$ cat src/rtl/layer_drv_pkg.sv
// Shared types and helpers for the LED layer shift driver.
// Holds the FSM state encoding and the counter-width helper.
package layer_drv_pkg;

    typedef enum logic [1:0] {
        IDLE     = 2'd0,
        SHIFT_LO = 2'd1,
        SHIFT_HI = 2'd2,
        LATCH    = 2'd3
    } state_t;

    function automatic int cnt_w(input int n);
        return (n < 1) ? 1 : $clog2(n + 1);
    endfunction

endpackage

$ cat src/rtl/layer_shift_driver_phase_timer.sv
// Loadable down-counter: load the phase length, o_tc is high in the phase's last cycle.
// Latency: o_tc asserts i_load_val cycles after the load edge; no backpressure.
module phase_timer #(
    parameter int W = 3
) (
    input  logic         clk,
    input  logic         reset,
    input  logic         i_load,
    input  logic [W-1:0] i_load_val,
    output logic         o_tc
);

    logic [W-1:0] r_cnt;

    always_ff @(posedge clk) begin
        if (reset) begin
            r_cnt <= '0;
        end else if (i_load) begin
            r_cnt <= i_load_val;
        end else if (r_cnt != '0) begin
            r_cnt <= r_cnt - W'(1);
        end
    end

    assign o_tc = (r_cnt == W'(1));

endmodule

$ cat src/rtl/layer_shift_driver.sv
// Shifts one layer word into the LED driver chain, then pulses latch.
// One word per 2*DIV*DATA_W + LATCH_W + 1 cycles; data_ready holds off upstream while busy.
module layer_shift_driver
    import layer_drv_pkg::*;
#(
    parameter int DATA_W    = 16,
    parameter int DIV       = 4,
    parameter int LATCH_W   = 2,
    parameter int MSB_FIRST = 1
) (
    input  logic              clk,
    input  logic              reset,
    input  logic [DATA_W-1:0] data_in,
    input  logic              data_valid,
    output logic              data_ready,
    output logic              sclk,
    output logic              sdata,
    output logic              latch,
    output logic              blank,
    output logic              busy,
    output logic              done
);

    localparam int BIT_W = cnt_w(DATA_W);
    localparam int TMR_W = cnt_w((DIV > LATCH_W) ? DIV : LATCH_W);

    state_t             r_state;
    state_t             w_state_nxt;
    logic [DATA_W-1:0]  r_shift;
    logic [DATA_W-1:0]  w_shift_nxt;
    logic [BIT_W-1:0]   r_bit_cnt;
    logic               r_sclk;
    logic               r_sdata;
    logic               r_latch;
    logic               r_blank;
    logic               r_done;
    logic               w_tmr_load;
    logic [TMR_W-1:0]   w_tmr_val;
    logic               w_tc;
    logic               w_accept;
    logic               w_bit_end;
    logic               w_last_bit;
    logic               w_next_bit;

    phase_timer #(.W(TMR_W)) u_phase_timer (
        .clk        (clk),
        .reset      (reset),
        .i_load     (w_tmr_load),
        .i_load_val (w_tmr_val),
        .o_tc       (w_tc)
    );

    assign w_accept   = data_valid && (r_state == IDLE);
    assign w_bit_end  = (r_state == SHIFT_HI) && w_tc;
    assign w_last_bit = (r_bit_cnt == BIT_W'(DATA_W - 1));

    always_ff @(posedge clk) begin
        if (reset) begin
            r_state <= IDLE;
        end else begin
            r_state <= w_state_nxt;
        end
    end

    always_comb begin
        w_state_nxt = r_state;
        w_tmr_load  = 1'b0;
        w_tmr_val   = TMR_W'(DIV);
        case (r_state)
            IDLE: begin
                if (data_valid) begin
                    w_state_nxt = SHIFT_LO;
                    w_tmr_load  = 1'b1;
                end
            end
            SHIFT_LO: begin
                if (w_tc) begin
                    w_state_nxt = SHIFT_HI;
                    w_tmr_load  = 1'b1;
                end
            end
            SHIFT_HI: begin
                if (w_tc) begin
                    w_tmr_load = 1'b1;
                    if (w_last_bit) begin
                        w_state_nxt = LATCH;
                        w_tmr_val   = TMR_W'(LATCH_W);
                    end else begin
                        w_state_nxt = SHIFT_LO;
                    end
                end
            end
            LATCH: begin
                if (w_tc) begin
                    w_state_nxt = IDLE;
                end
            end
            default: w_state_nxt = IDLE;
        endcase
    end

    always_comb begin
        w_shift_nxt = r_shift;
        if (w_accept) begin
            w_shift_nxt = data_in;
        end else if (w_bit_end) begin
            w_shift_nxt = (MSB_FIRST != 0) ? (r_shift << 1) : (r_shift >> 1);
        end
        w_next_bit = (MSB_FIRST != 0) ? w_shift_nxt[DATA_W-1] : w_shift_nxt[0];
    end

    // Outputs are registered from the next state so they line up with r_state.
    always_ff @(posedge clk) begin
        if (reset) begin
            r_shift   <= '0;
            r_bit_cnt <= '0;
            r_sclk    <= 1'b0;
            r_sdata   <= 1'b0;
            r_latch   <= 1'b0;
            r_blank   <= 1'b1;
            r_done    <= 1'b0;
        end else begin
            r_shift <= w_shift_nxt;
            if (w_accept) begin
                r_bit_cnt <= '0;
            end else if (w_bit_end) begin
                r_bit_cnt <= r_bit_cnt + BIT_W'(1);
            end
            r_sclk  <= (w_state_nxt == SHIFT_HI);
            r_latch <= (w_state_nxt == LATCH);
            if (w_state_nxt == SHIFT_LO) begin
                r_sdata <= w_next_bit;
            end
            r_done <= (r_state == LATCH) && w_tc;
            // Outputs go live only once a complete word has been latched.
            if (w_state_nxt == LATCH) begin
                r_blank <= 1'b1;
            end else if ((r_state == LATCH) && w_tc) begin
                r_blank <= 1'b0;
            end
        end
    end

    assign data_ready = (r_state == IDLE);
    assign busy       = (r_state != IDLE);
    assign sclk       = r_sclk;
    assign sdata      = r_sdata;
    assign latch      = r_latch;
    assign blank      = r_blank;
    assign done       = r_done;

endmodule

$ cat config.mk
export PLATFORM = sky130hd
export DESIGN_NAME = layer_shift_driver
export DESIGN_NICKNAME = d
export VERILOG_FILES = /design/src/rtl/layer_drv_pkg.sv /design/src/rtl/layer_shift_driver_phase_timer.sv /design/src/rtl/layer_shift_driver.sv
export SDC_FILE = /design/constraint.sdc
export NUM_CORES = 1
export LEC_CHECK = 0
export BUFFER_PORTS_ARGS = -buffer_cell sky130_fd_sc_hd__buf_4
export CORE_MARGIN = 3
export CORE_UTILIZATION = 40
export CTS_CLUSTER_DIAMETER = 100
export CTS_CLUSTER_SIZE = 16
export DETAILED_ROUTE_END_ITERATION = 6
export SLEW_MARGIN = 20
export SYNTH_ARGS = -nofsm -noshare
export SYNTH_HDL_FRONTEND = slang
export SYNTH_SLANG_ARGS = --single-unit
$ cat constraint.sdc
create_clock -name clk -period 2.2 [get_ports clk]
set_input_delay 0.44 -clock clk [delete_from_list [all_inputs] [get_ports clk]]
set_output_delay 0.44 -clock clk [all_outputs]
set_load 0.005 [all_outputs]
### Word-level counts from Yosys, hierarchy flattened

Cells that the tools add are included.

| storage, ports and cells | value |
|---|---|
| register bits after elaboration | 31 |
| bits in latches | 0 |
| bits in writable memories | 0 |
| ROM bits | 0 |
| bits of input ports | 19 |
| output and inout port bits | 7 |
| memories kept | 0 |

| operators by class | value |
|---|---|
| $add $sub $neg | 2 |
| $mul | 0 |
| divide/modulo/power cells | 0 |
| $lt $le $gt $ge | 0 |
| equality and inequality tests | 8 |
| shift operators | 0 |
| multiplexer cells | 16 |
| bitwise operators | 0 |
| reduce and logical (&&, ||, !) cells | 11 |

Operator list:

| operator | number |
|---|---|
| $mux 16 | 2 |
| $mux 3 | 5 |
| $mux 2 | 5 |
| $eq 2x2->1 const B | 4 |
| $pmux 2 s4 | 1 |
| $reduce_bool 2->1 | 3 |
| $reduce_or 2->1 | 3 |
| $add 5x1->5 const B | 1 |
| $eq 5x4->1 const B | 1 |
| $eq 2x1->1 const B | 2 |
| $eq 3x1->1 const B | 1 |
| $logic_and 1x1->1 | 3 |
| $reduce_bool 3->1 | 1 |
| $sub 3x1->3 const B | 1 |
| $logic_not 2->1 | 1 |
| $mux 1 | 2 |
| $pmux 1 s2 | 1 |

### Logic depth before layout (Yosys ltp)

Gate-level depths: netlist of the first run.

| depth | value |
|---|---|
| depth in word-level cells | 6 |
| mapped depth | 8 |

### Modules after synthesis

A second synthesis of the first run with hierarchy kept.

| second synthesis, totals | value |
|---|---|
| cells, all modules | 181 |
| area total of the unflattened synthesis | 1517.7 um^2 |

Modules (own cells, without submodules):

| module | instances | cells each | area an instance (um^2) | sequential area each (um^2) |
|---|---|---|---|---|
| layer_shift_driver | 1 | 158 | 1293.7 | 560.5 |
| phase_timer | 1 | 23 | 224.0 | 60.1 |

### Least setup slack after synthesis of the first run

Ideal clock, no wire load.

| timing | value |
|---|---|
| kind | reg2reg |
| start point | register r_state[0] |
| end point | register r_sdata, in the netlist sdata |
| library setup time | 123 ps |
| arrival | 1708 ps |
| setup slack | 368 ps |
| stages on the path, launching flop included | 8 |
| clock period less this slack | 1832 ps |
| cell sequence | dfxtp_1 -> inv_1 -> ha_1 -> and2_1 -> buf_6 -> or3_4 -> o211ai_2 -> mux2_1 |

RTL lines:

| what | RTL line | RTL |
|---|---|---|
| from (decl) | layer_shift_driver.sv:27 | `state_t r_state;` |
| from (signal assigned) | layer_shift_driver.sv:61 | `r_state <= w_state_nxt;` |
| $logic_not 2->1 (*) | - |  |
| named net data_ready | layer_shift_driver.sv:15 | `output logic data_ready,` |
| $pmux 2 s4 / $logic_and 1x1->1 (equally long branches) | layer_shift_driver.sv:69, layer_shift_driver.sv:53 |  |
| $eq 2x1->1 / $mux 16 (equally long branches) | layer_shift_driver.sv:131, layer_shift_driver.sv:104 |  |
| to (signal assigned) | layer_shift_driver.sv:132 | `r_sdata <= w_next_bit;` |
| to (decl) | layer_shift_driver.sv:33 | `logic r_sdata;` |

Mark *: on every way through the listed nets, which the timed path passes. The rest lies on a longest branch. The select of a mux whose other input is x is not followed.
A chain may end at the register's enable or synchronous reset.

### Final worst setup path of the first run

| timing | value |
|---|---|
| start point | register r_state[0] |
| end point | register r_sdata, in the netlist sdata |

| on the way | value |
|---|---|
| cells in the longest elaborated chain, start to end | 4 |

RTL lines:

| what |
|---|
| branches (longest 4 deep; another with $pmux 2 s4) |

Several ways; the timed one is not identified. The select of a mux whose other input is x is not followed.

==> flow_metrics.py, run 1 <==
metrics = {
    "run_status": {
        "status": "finished, final reports clean",
    },
    "floorplanning": {
        "die_area_um2": 4580,
        "die_w_um": 67.7,
        "num_rows": 21,
        "die_h_um": 67.7,
        "num_io_pins": 26,
        "core_um2": 3490,
        "start_util_pct": 43.5,
    },
    "clock_network": {
        "h-tree-depth": 2,
        "clk_latency_ns": 0.28,
        "cts_buffers": 5,
        "path_clk_slew_ns": 0.06,
        "clock_path_buffers": 2,
        "cts_hold_buf": 0,
        "cts_tree": "yes",
        "post_cts_buffers": 0,
        "post_cts_resized": 0,
        "cts.sink_count": 31,
        "cts_root_buf": "clkbuf_8",
    },
    "worst_hold_path": {
        "hold_class": "in2reg",
        "hold-path-endpoint": "r_shift[0]$_SDFFE_PP0P_",
        "hold_start": "data_in[0]",
        "hold_depth": 3,
    },
    "timing": {
        "drv_slew": 0,
        "rsz0062_at_grt": "no",
        "slew_headroom_pct": 73.6,
        "setup_tns_ns": 0,
        "post-route-min-period_ns": 1.95,
        "period_share_pct": 88.6,
        "worst_pin_slew_ns": 0.396,
        "setup_viol": 0,
        "fmaxAchievable_mhz": 513,
        "fin_skew_ns": 0.00358,
        "hold_viol": 0,
    },
    "setup_path": {
        "rrSetupSlack_ns": 0.25,
        "critPathKind": "reg2reg",
        "timing.rr.start": "r_state[0]$_SDFF_PP0_",
        "cp-end-kind": "flop",
        "crit_required_ns": 2.37,
        "startpoint_type": "flop",
        "crit_buf_inv": 1,
        "cp.depth": 6,
        "r2r-end": "sdata$_SDFFE_PP0N_",
        "max_stage_delay_ns": 0.41,
        "cpMaxStageDelayCell": "or3_4",
        "worstPathMaxFanout": 7,
        "crit_chain": "inv_1 > ha_1 > and2_1 > or3_4 > o211ai_2 > mux2_1",
        "rr_worst_depth": 6,
        "critPathTopFamily": "simple AND/OR/NAND/NOR gates",
        "arrival_ns": 2.12,
    },
    "placed_design": {
        "gp_congestion": 0.767,
        "hpwl_um": 2100,
        "io_buffers": 25,
        "place_inst": 239,
    },
    "route": {
        "drt_iter0_drc": 98,
        "vias": 1253,
        "remaining_drc_errors": 0,
        "totalWireLength_um": 2980,
        "ant_nets": 0,
        "wire_per_inst_um": 12.1,
        "vias_per_cell": 5.07,
        "first_pass_iters": 4,
    },
    "synth": {
        "ys_async_sr_fraction_pct": 0,
        "synth_commonest_cells": "nand2_1 (34), dfxtp_1 (31), nor2_1 (25)",
        "yosysSeqAreaShare_pct": 40.8,
        "synth_top_area_share_pct": 40.8,
        "ys_seq_elements": 31,
        "synthTopCellsByArea": "dfxtp_1 (41%), a311oi_1 (8.6%), nand2_1 (8.4%)",
        "synth_most_common_cell": "nand2_1",
        "ys.flop_type": "dfxtp_1",
        "syn_area_um2": 1520,
        "syn_nets": 202,
        "synth_edf_count": 0,
        "synthCells": 174,
        "syn_avg_cell_area_um2": 8.74,
        "synth_top_area_cell": "dfxtp_1",
        "synth_cell_type_count": 41,
        "yosys_warnings": 0,
    },
    "power": {
        "power.density_nw_per_um2": 892,
        "peakVddDrop_mv": 0.447,
        "p_leak_nw": 0.756,
    },
    "grt": {
        "grt_usage_pct": 14.6,
        "grt_max_degree": 32,
        "grt_pass1_vias": 1145,
        "gr-total-overflow": 0,
        "antenna_found_initial": 0,
        "grt_pass1_wl_um": 4980,
    },
    "cells_and_area": {
        "final_cell_count_no_fill": 247,
        "area_delta_synth_final_pct": 20.0,
        "antennaDiodeCount": 0,
        "nNetsFinal": 228,
        "drive_above_1_share_pct": 23.9,
    },
    "job": {
        "drv_cap": 0,
    },
}
-- registers in the layout, indices dropped and copies added (netlist names) --
signal / count
sdata: 1
r_bit_cnt: 5
latch: 1
sclk: 1
done: 1
r_state: 2
u_phase_timer.r_cnt: 3
blank: 1
r_shift: 16
-- kinds of logic (layout without fill, tap and decap cells) --
logic type	count (synthesis)	count (layout)	share of synthesized area, %
AOI/OAI and AO/OA	28	28	16.4
xor gates and xnor gates	4	4	2.30
adders and majority gates	9	9	7.40
buffers and inverters	18	45	5.67
DFF	31	31	40.8
muxes	2	2	1.40
and+or+nand+nor	82	82	26.1
-- routing by layer --
metal	vias up	wire length, um	GRT usage [%]
met4	0	80	8.61
met1	564	1380	17.8
li1	652	-	-
met2	27	1340	22.1
met3	10	178	4.99
met5	-	0	0
-- tightest hold or removal path: cells and delay by family --
kind / cells / cell delay, ns
AOI/OAI and AO/OA: 1 / 0.05
and+or+nand+nor: 1 / 0.05
buffers and inverters: 1 / 0.11
-- layout make-up --
| type | count | area (um^2) |
|---|---|---|
| Multi-Input combinational cell | 125 | 815 |
| Clock inverter | 1 | 5.00 |
| Fill cell | 333 | 1670 |
| Tap cell | 46 | 57.6 |
| Sequential cell | 31 | 621 |
| Clock buffer | 7 | 76.3 |
| Timing Repair Buffer | 30 | 225 |
| Inverter | 7 | 26.3 |
-- through the flow --
step           utilization (%)  total power, mW  cell area (um^2)  hold slack, ns  setup WS (ns)
2_1_floorplan                -             1.09              1520           0.448          0.368
3_3_place_gp              49.9             1.20              1740           0.461          0.358
3_5_place_dp              49.9             1.22              1740           0.462          0.280
4_1_cts                   52.2             1.65              1830           0.403          0.265
5_1_grt                   52.2             1.74              1830           0.450          0.176
6_report                  52.2             1.63              1830           0.406          0.252
-- worst max-delay path by stage --
stage                     slack, ns            endpoint             startpoint
after global placement         0.36  sdata$_SDFFE_PP0N_  r_state[0]$_SDFF_PP0_
after CTS                      0.26  sdata$_SDFFE_PP0N_  r_state[1]$_SDFF_PP0_
after detailed placement       0.28  sdata$_SDFFE_PP0N_  r_state[0]$_SDFF_PP0_
final                          0.25  sdata$_SDFFE_PP0N_  r_state[0]$_SDFF_PP0_
after global routing           0.18  sdata$_SDFFE_PP0N_  r_state[1]$_SDFF_PP0_
after floorplan                0.37  sdata$_SDFFE_PP0N_  r_state[0]$_SDFF_PP0_
-- layout by cell type, fill, tap and decap left out, drive strengths merged, types with 2 or more instances in the layout --
cell	Yosys	routed
nor3	6	6
nand3	2	2
nand2	35	35
buf	7	30
dfxtp	31	31
a21oi	5	5
xor2	2	2
nor2b	2	2
nor3b	2	2
ha	9	9
inv	7	7
nor2	25	25
a311oi	16	16
o21ai	2	2
xnor2	2	2
nand3b	2	2
clkbuf	4	7
-- power by group --
part / switching, mW / leakage [nW] / total [mW] / internal (mW)
Sequential: 0.0539 / 0.255 / 0.696 / 0.643
Clock: 0.204 / 0.0422 / 0.425 / 0.221
Combinational: 0.260 / 0.459 / 0.507 / 0.247
Total: 0.518 / 0.756 / 1.63 / 1.11
No activity file was read; power rests on OpenSTA's default activity.
==> run 2, diff against run 1 <==
--- a/config.mk
+++ b/config.mk
@@ -11,6 +11,7 @@
 export CTS_CLUSTER_DIAMETER = 100
 export CTS_CLUSTER_SIZE = 16
 export DETAILED_ROUTE_END_ITERATION = 6
+export SETUP_SLACK_MARGIN = 0.15
 export SLEW_MARGIN = 20
 export SYNTH_ARGS = -nofsm -noshare
 export SYNTH_HDL_FRONTEND = slang
==> constraint.sdc (replaced) <==
create_clock -name clk -period 2.4 [get_ports clk]
set_input_delay 0.48 -clock clk [delete_from_list [all_inputs] [get_ports clk]]
set_output_delay 0.48 -clock clk [all_outputs]
set_load 0.005 [all_outputs]
==> flow_metrics.py, run 2 (synthesis results as in run 1) <==
metrics = {
    "route": {
        "vias_per_cell": 5.10,
        "first_pass_iters": 5,
        "drt_iter0_drc": 106,
        "wire_per_inst_um": 12.5,
        "totalWireLength_um": 3040,
        "remaining_drc_errors": 0,
        "vias": 1245,
        "ant_nets": 0,
    },
    "job": {
        "drv_cap": 0,
    },
    "cells_and_area": {
        "multi_input_area_um2": 815,
        "drive_above_1_share_pct": 23.2,
        "top_regs": "r_shift x16, r_bit_cnt x5, u_phase_timer.r_cnt x3",
        "area_delta_synth_final_pct": 19.7,
        "regMostFlops": "r_shift",
        "nNetsFinal": 225,
        "antennaDiodeCount": 0,
        "final_cell_mix": "nand2_1 (34), dfxtp_1 (31), buf_4 (27)",
        "layout_commonest_cell": "nand2_1",
        "fill_cells": 339,
        "regArea_um2": 621,
        "largest_register_ffs": 16,
    },
    "setup_path": {
        "arrival_ns": 2.07,
        "cp-end-kind": "flop",
        "worstPathMaxFanout": 7,
        "cp-startpoint": "r_state[0]$_SDFF_PP0_",
        "timing.rr.start": "r_state[0]$_SDFF_PP0_",
        "crit_required_ns": 2.56,
        "startpoint_type": "flop",
        "critPathKind": "reg2reg",
    },
    "placed_design": {
        "hpwl_um": 2170,
        "gp_congestion": 0.712,
        "io_buffers": 25,
        "pre_cts_ws_ns": 0.513,
    },
    "worst_hold_path": {
        "hold_start": "data_in[0]",
        "hold_class": "in2reg",
    },
    "grt": {
        "grt_usage_pct": 15.2,
        "gr-total-overflow": 0,
        "grt_max_degree": 32,
        "antenna_found_initial": 0,
        "grt_pass1_wl_um": 5280,
        "grt_pass1_vias": 1209,
    },
    "clock_network": {
        "post_cts_resized": 0,
        "cts_buffers": 5,
        "clk_latency_ns": 0.27,
        "cts_tree": "yes",
        "cts_root_buf": "clkbuf_8",
        "clock_path_buffers": 2,
        "cts.sink_count": 31,
        "cts_hold_buf": 0,
        "post_cts_buffers": 0,
        "path_clk_slew_ns": 0.06,
        "h-tree-depth": 2,
    },
    "timing": {
        "post-route-min-period_ns": 1.91,
        "setup_tns_ns": 0,
        "worst_pin_slew_ns": 0.360,
        "hold_slack_ns": 0.461,
        "drv_slew": 0,
        "rsz0062_at_grt": "no",
        "hold_viol": 0,
        "post-route-worst-setup-slack_ns": 0.494,
        "slew_headroom_pct": 76.0,
        "fin_skew_ns": 0.00248,
        "setup_viol": 0,
        "period_share_pct": 79.4,
        "fmaxAchievable_mhz": 525,
    },
    "run_status": {
        "status": "finished, final reports clean",
    },
    "floorplanning": {
        "die_h_um": 67.7,
        "core_um2": 3490,
        "num_rows": 21,
        "start_util_pct": 43.5,
        "die_w_um": 67.7,
        "num_io_pins": 26,
        "die_area_um2": 4580,
    },
    "power": {
        "peakVddDrop_mv": 0.347,
        "p_leak_nw": 0.751,
        "power.density_nw_per_um2": 849,
    },
}
run 2: worst paths after layout:
check	end	slack, ns	cells after the start
worst max-delay path	sdata$_SDFFE_PP0N_	0.49	6
worst max register to register	sdata$_SDFFE_PP0N_	0.49	6
worst min-delay path	r_shift[0]$_SDFFE_PP0P_	0.46	3
worst min register to register	r_shift[14]$_SDFFE_PP0P_	0.48	2
run 2: metal layers:
metal	wire, um	track usage, %	vias up
met5	0	0	-
li1	-	-	645
met1	1330	17.9	574
met4	53	5.57	0
met3	156	5.82	6
met2	1500	25.0	20
run 2: per-stage QoR:
stage / utilization [%] / cells / power [mW] / area (um^2)
2_1_floorplan: - / 174 / 1.00 / 1520
3_3_place_gp: 49.3 / 236 / 1.09 / 1720
3_5_place_dp: 49.3 / 236 / 1.12 / 1720
4_1_cts: 52.1 / 244 / 1.57 / 1820
5_1_grt: 52.1 / 244 / 1.66 / 1820
6_report: 52.1 / 244 / 1.55 / 1820
run 2: where the power goes:
part	total, mW	internal, mW	switching [mW]	leakage, nW
logic	0.464	0.223	0.242	0.445
registers	0.641	0.589	0.0518	0.255
clock network	0.442	0.261	0.180	0.0515
total	1.55	1.07	0.474	0.751
run 2: worst max-delay path: stages, from the launching register on:
cell      delay (ns)
dfxtp_1         0.39
inv_1           0.08
ha_1            0.27
and2_1          0.25
or3_4           0.41
o211ai_2        0.07
mux2_1          0.32
run 2: cell type report:
class                           count  share of cell area (%)
Timing Repair Buffer               27                    11.1
Clock buffer                        8                    5.49
Multi-Input combinational cell    125                    44.7
Tap cell                           46                    3.16
Sequential cell                    31                    34.1
Inverter                            7                    1.44
